[src/rtl/alu_pkg.sv]
// Shared ALU definitions: datapath width, condition-flag layout and result bundle.
package alu_pkg;

  localparam int ALU_WIDTH = 64;

  localparam int FLAG_N = 3;
  localparam int FLAG_Z = 2;
  localparam int FLAG_C = 1;
  localparam int FLAG_V = 0;

  // Field order matches the FLAG_* indices: {N,Z,C,V}
  typedef struct packed {
    logic n;
    logic z;
    logic c;
    logic v;
  } alu_flags_t;

  typedef struct packed {
    logic [ALU_WIDTH-1:0] data;
    alu_flags_t           flags;
  } alu_result_t;

endpackage

[src/rtl/alu_flag_gen.sv]
// Combinational N/Z/C/V derivation from an adder result; shareable by other execute units.
module alu_flag_gen
  import alu_pkg::*;
#(
  parameter int WIDTH = ALU_WIDTH
) (
  input  logic [WIDTH-1:0] sum,
  input  logic             c_out,
  input  logic             a_msb,
  input  logic             b_msb,
  output alu_flags_t       flags
);

  logic [3:0] flag_vec;

  // Overflow: operands share a sign and the result sign differs from it
  always_comb begin
    flag_vec         = '0;
    flag_vec[FLAG_N] = sum[WIDTH-1];
    flag_vec[FLAG_Z] = (sum == '0);
    flag_vec[FLAG_C] = c_out;
    flag_vec[FLAG_V] = (a_msb == b_msb) && (sum[WIDTH-1] != a_msb);
  end

  assign flags = alu_flags_t'(flag_vec);

endmodule

[src/rtl/alu_result_stage.sv]
// Registered result stage after the adder: captures sum plus flags behind a 2-entry skid buffer.
//
// state    | meaning
// ---------+------------------------------------------------
// ST_EMPTY | main and skid entries empty, out_valid=0
// ST_ONE   | main entry valid, skid empty, in_ready=1
// ST_FULL  | main and skid valid, in_ready=0 until a transfer
module alu_result_stage
  import alu_pkg::*;
#(
  parameter int WIDTH = ALU_WIDTH
) (
  input  logic             clk,
  input  logic             rst,
  input  logic             in_valid,
  output logic             in_ready,
  input  logic [WIDTH-1:0] sum,
  input  logic             c_out,
  input  logic             a_msb,
  input  logic             b_msb,
  output logic             out_valid,
  input  logic             out_ready,
  output logic [WIDTH-1:0] out_result,
  output logic [3:0]       out_flags
);

  localparam logic [1:0] ST_EMPTY = 2'd0;
  localparam logic [1:0] ST_ONE   = 2'd1;
  localparam logic [1:0] ST_FULL  = 2'd2;

  logic [1:0]       state;
  logic             in_ready_q;
  logic [WIDTH-1:0] m_data;
  logic [WIDTH-1:0] s_data;
  alu_flags_t       m_flags;
  alu_flags_t       s_flags;
  alu_flags_t       in_flags;
  logic             accept;
  logic             xfer;

  alu_flag_gen #(.WIDTH(WIDTH)) u_flag_gen (
    .sum   (sum),
    .c_out (c_out),
    .a_msb (a_msb),
    .b_msb (b_msb),
    .flags (in_flags)
  );

  assign accept = in_valid && in_ready_q;
  assign xfer   = out_valid && out_ready;

  always_ff @(posedge clk) begin
    if (rst) begin
      state      <= ST_EMPTY;
      in_ready_q <= 1'b1;
      m_data     <= '0;
      m_flags    <= '0;
      s_data     <= '0;
      s_flags    <= '0;
    end else begin
      case (state)
        ST_EMPTY: begin
          if (accept) begin
            m_data  <= sum;
            m_flags <= in_flags;
            state   <= ST_ONE;
          end
        end
        ST_ONE: begin
          if (accept && xfer) begin
            m_data  <= sum;
            m_flags <= in_flags;
          end else if (accept) begin
            // Consumer stalled: park the extra beat and close in_ready
            s_data     <= sum;
            s_flags    <= in_flags;
            in_ready_q <= 1'b0;
            state      <= ST_FULL;
          end else if (xfer) begin
            state <= ST_EMPTY;
          end
        end
        ST_FULL: begin
          if (xfer) begin
            m_data     <= s_data;
            m_flags    <= s_flags;
            s_data     <= '0;
            s_flags    <= '0;
            in_ready_q <= 1'b1;
            state      <= ST_ONE;
          end
        end
        default: begin
          state      <= ST_EMPTY;
          in_ready_q <= 1'b1;
        end
      endcase
    end
  end

  assign in_ready   = in_ready_q;
  assign out_valid  = (state != ST_EMPTY);
  assign out_result = m_data;
  assign out_flags  = m_flags;

endmodule

[config.mk]
export PLATFORM = sky130hd
export DESIGN_NAME = alu_result_stage
export DESIGN_NICKNAME = d
export VERILOG_FILES = /design/src/rtl/alu_pkg.sv /design/src/rtl/alu_flag_gen.sv /design/src/rtl/alu_result_stage.sv
export SDC_FILE = /design/constraint.sdc
export NUM_CORES = 1
export LEC_CHECK = 0
export CAP_MARGIN = 20
export CORE_MARGIN = 5
export CORE_UTILIZATION = 50
export CTS_CLUSTER_DIAMETER = 100
export DETAILED_ROUTE_END_ITERATION = 7
export MAX_ROUTING_LAYER = met4
export PLACE_DENSITY_LB_ADDON = 0.15
export SLEW_MARGIN = 10
export SYNTH_ARGS = -nofsm -noshare
export SYNTH_HDL_FRONTEND = slang
export SYNTH_SLANG_ARGS = --single-unit
[constraint.sdc]
create_clock -name clk -period 2.1 [get_ports clk]
set_clock_uncertainty 0.05 [all_clocks]
set_input_delay 0.21 -clock clk [delete_from_list [all_inputs] [get_ports clk]]
set_output_delay 0.21 -clock clk [all_outputs]
set_load 0.005 [all_outputs]
==> impl_metrics.yaml, run 1 <==
outcome:
  outcome: "complete, no violations"
layout:
  seq_area_mm2: 0.00274
  antenna_cells: 0
  multi_input_area_mm2: 0.00291
  finalNetCount: 906
  area_delta_synth_final_pct: 35.7
  n_fill_cell: 933
  final_core_util: 0.700
  final_area_mm2: 0.00810
  final_layout_size_suffix_gt1_frac: 0.147
clock_network:
  cts.sinks: 137
  cts_made_buffers: 17
  cts.path.max_buffers: 2
  h-tree-depth: 4
  insertion_delay_ps: 420
  postCtsSetupRepairBufs: 0
  cts_hold_buf: 0
  clockRootBuffer: "clkbuf_16"
  clk_pin_slew_ps: 60
  cts_tree: "built"
  postCtsResizedCells: 0
placement:
  place.gp.congestion: 0.851
  placed_area_mm2: 0.00750
  dp_hpwl_um: 11000
  placement.io_buffers: 140
  dp_slack_ps: -117
grt:
  grt_max_degree: 50
  first_global_vias: 5514
  track_usage: 0.234
  overflow: 0
  grt_pass1_wl_um: 26500
  antenna_found_initial: 0
yosys:
  synthTopCellsByCount: "200 x nor2_1, 140 x nand2_1, 137 x dfxtp_1"
  yosys-top-cells-area: "dfxtp_1 46%, a311oi_2 17%, nor2_1 13%"
  ys_warn_count: 0
  synthFlopType: "dfxtp_1"
  synth_edf_count: 0
  postSynthAreaPerCell_um2: 8.34
  synth.distinct_cells: 27
  yosysTopAreaCellShare: 0.460
  ys_seq_area_frac: 0.460
  syn_inst: 715
  yosysMostFrequentCell: "nor2_1"
  async_flop_share: 0
  synth-seq-cells: 137
  syn_nets: 786
  synth.cell_area_mm2: 0.00596
  yosys.area.top_type: "dfxtp_1"
sta:
  period_needed_ps: 1870
  fmax_mhz: 535
  drv_slew: 0
  finalHoldViolations: 0
  timing.slew.headroom: 0.597
  holdWs_ps: 124
  layout_setup_ws_ps: 229
  setup-violations-final: 0
  worst_pin_slew_ps: 599
  finalCritPeriodShare: 0.891
  rsz0062_at_grt: "false"
worst_setup_path:
  worstSetupStartpointType: "flip-flop"
  r2r_start: "state[1]$_SDFFE_PP0P_"
  crit_path_end_kind: "primary output"
  arrival_ps: 1610
  crit_chain: "or2_2 -> clkdlybuf4s50_1"
  ff2ff_path_depth: 5
  startpoint: "state[1]$_SDFFE_PP0P_"
  rr_endpoint: "out_result[24]$_SDFFE_PP0P_"
  critPathMaxStageDelay_ps: 500
  cp_slowest_cell: "clkdlybuf4s50_1"
  reg2reg_setup_slack_ps: 390
  path_class: "flip-flop to primary output"
  cp_max_fo: 9
  required_ps: 1840
power:
  pwr-share-seq: 0.410
  p_comb_frac: 0.165
  switching_share: 0.245
  irDropWorstVdd_uv: 554
  p_per_area_mw_per_mm2: 867
  power.internal_mw: 5.30
  p_clk_frac: 0.425
  p_leak_nw: 3.02
  power_mw: 7.02
  p_sw_mw: 1.72
detailed_routing:
  dr.pass1.iters: 7
  drcViolationCount: 0
  avgViaCountPerCell: 5.51
  vias: 5448
  ant_nets: 0
  totalWireLength_um: 16100
  drtIter0Drc: 308
  wl_per_cell_um: 16.2
job:
  maxCapViolations: 0
min_path:
  min_path_cells: 2
  hp-start: "rst"
  min_to: "s_data[54]$_SDFFE_PP0P_"
  hp-class: "input pin to flip-flop"
floorplan:
  dieWidth_um: 119
  dieArea_mm2: 0.0142
  start_util: 0.516
  rows: 39
  coreArea_mm2: 0.0116
  chipHeight_um: 119
  pin_count: 141
per-stage QoR:
stage                     TNS, ps  cells
after global placement      -39.5    959
final                           0    989
after global routing            0    989
after floorplan                 0    715
after CTS                       0    989
after detailed placement     -211    959
layout make-up:
| type | count | share of cell area |
|---|---|---|
| Clock buffer | 23 | 0.0627 |
| Clock inverter | 7 | 0.0111 |
| Inverter | 1 | 0.000464 |
| Multi-Input combinational cell | 516 | 0.359 |
| Sequential cell | 137 | 0.339 |
| Tap cell | 143 | 0.0221 |
| Timing Repair Buffer | 162 | 0.206 |
cell usage in the layout, fill, tap and decap left out, types with 6 or more instances in the layout:
| cell type | instances |
|---|---|
| nor2_1 | 200 |
| nand2_1 | 140 |
| clkdlybuf4s50_1 | 139 |
| dfxtp_1 | 137 |
| a21oi_1 | 69 |
| a311oi_2 | 66 |
| nor4_1 | 17 |
| clkbuf_16 | 17 |
| buf_4 | 14 |
| buf_12 | 8 |
| clkbuf_8 | 6 |
cells by family after synthesis:
group,synth area share
buffers and inverters,0.0562
AOI/OAI and AO/OA,0.234
xor gates and xnor gates,0.00147
DFF,0.460
and+or+nand+nor,0.249
power groups by stage:
| stage | Combinational [mW] | Sequential (mW) | Clock (mW) |
|---|---|---|---|
| 2_1_floorplan | 0.601 | 2.92 | 0 |
| 3_3_place_gp | 1.13 | 2.92 | 0 |
| 3_5_place_dp | 1.16 | 2.93 | 0 |
| 4_1_cts | 1.17 | 2.88 | 3.03 |
| 5_1_grt | 1.26 | 2.90 | 3.16 |
| 6_report | 1.16 | 2.88 | 2.99 |
worst max-delay path, delay by kind of cell, from the launching register on:
family,cells,cell delay (ps)
buf+inv,1,500
simple gates,1,320
flops,1,380
metal layers:
metal,global-route usage,routed length [um]
met1,0.284,6980
met2,0.371,7770
met3,0.0711,953
met4,0.0847,352
met5,-,0
sequential cells by signal, indices dropped and copies added, names as in the netlist:
| signal | count |
|---|---|
| out_result | 64 |
| s_data | 64 |
| out_flags | 3 |
| s_flags | 3 |
| state | 2 |
| in_ready | 1 |
worst max-delay path by stage:
| stage | cells after the start | endpoint | slack (ps) |
|---|---|---|---|
| 3_3_place_gp | 6 | out_flags[2]$_SDFFE_PP0P_ | -40 |
| 2_1_floorplan | 9 | out_result[13]$_SDFFE_PP0P_ | 460 |
| 6_report | 2 | out_valid | 230 |
| 5_1_grt | 2 | out_valid | 170 |
| 3_5_place_dp | 6 | out_flags[2]$_SDFFE_PP0P_ | -120 |
| 4_1_cts | 2 | out_valid | 210 |
Note: power is estimated with default switching activity, not from simulation.
==> run 2, diff against run 1 <==
--- a/config.mk
+++ b/config.mk
@@ -5,7 +5,8 @@
 export SDC_FILE = /design/constraint.sdc
 export NUM_CORES = 1
 export LEC_CHECK = 0
-export CAP_MARGIN = 20
+export ABC_CLOCK_PERIOD_IN_PS = 2100
+export CAP_MARGIN = 0
 export CORE_MARGIN = 5
 export CORE_UTILIZATION = 50
 export CTS_CLUSTER_DIAMETER = 100
==> results of run 2 <==
Final layout, timing and power as in run 1 (identical DEF).
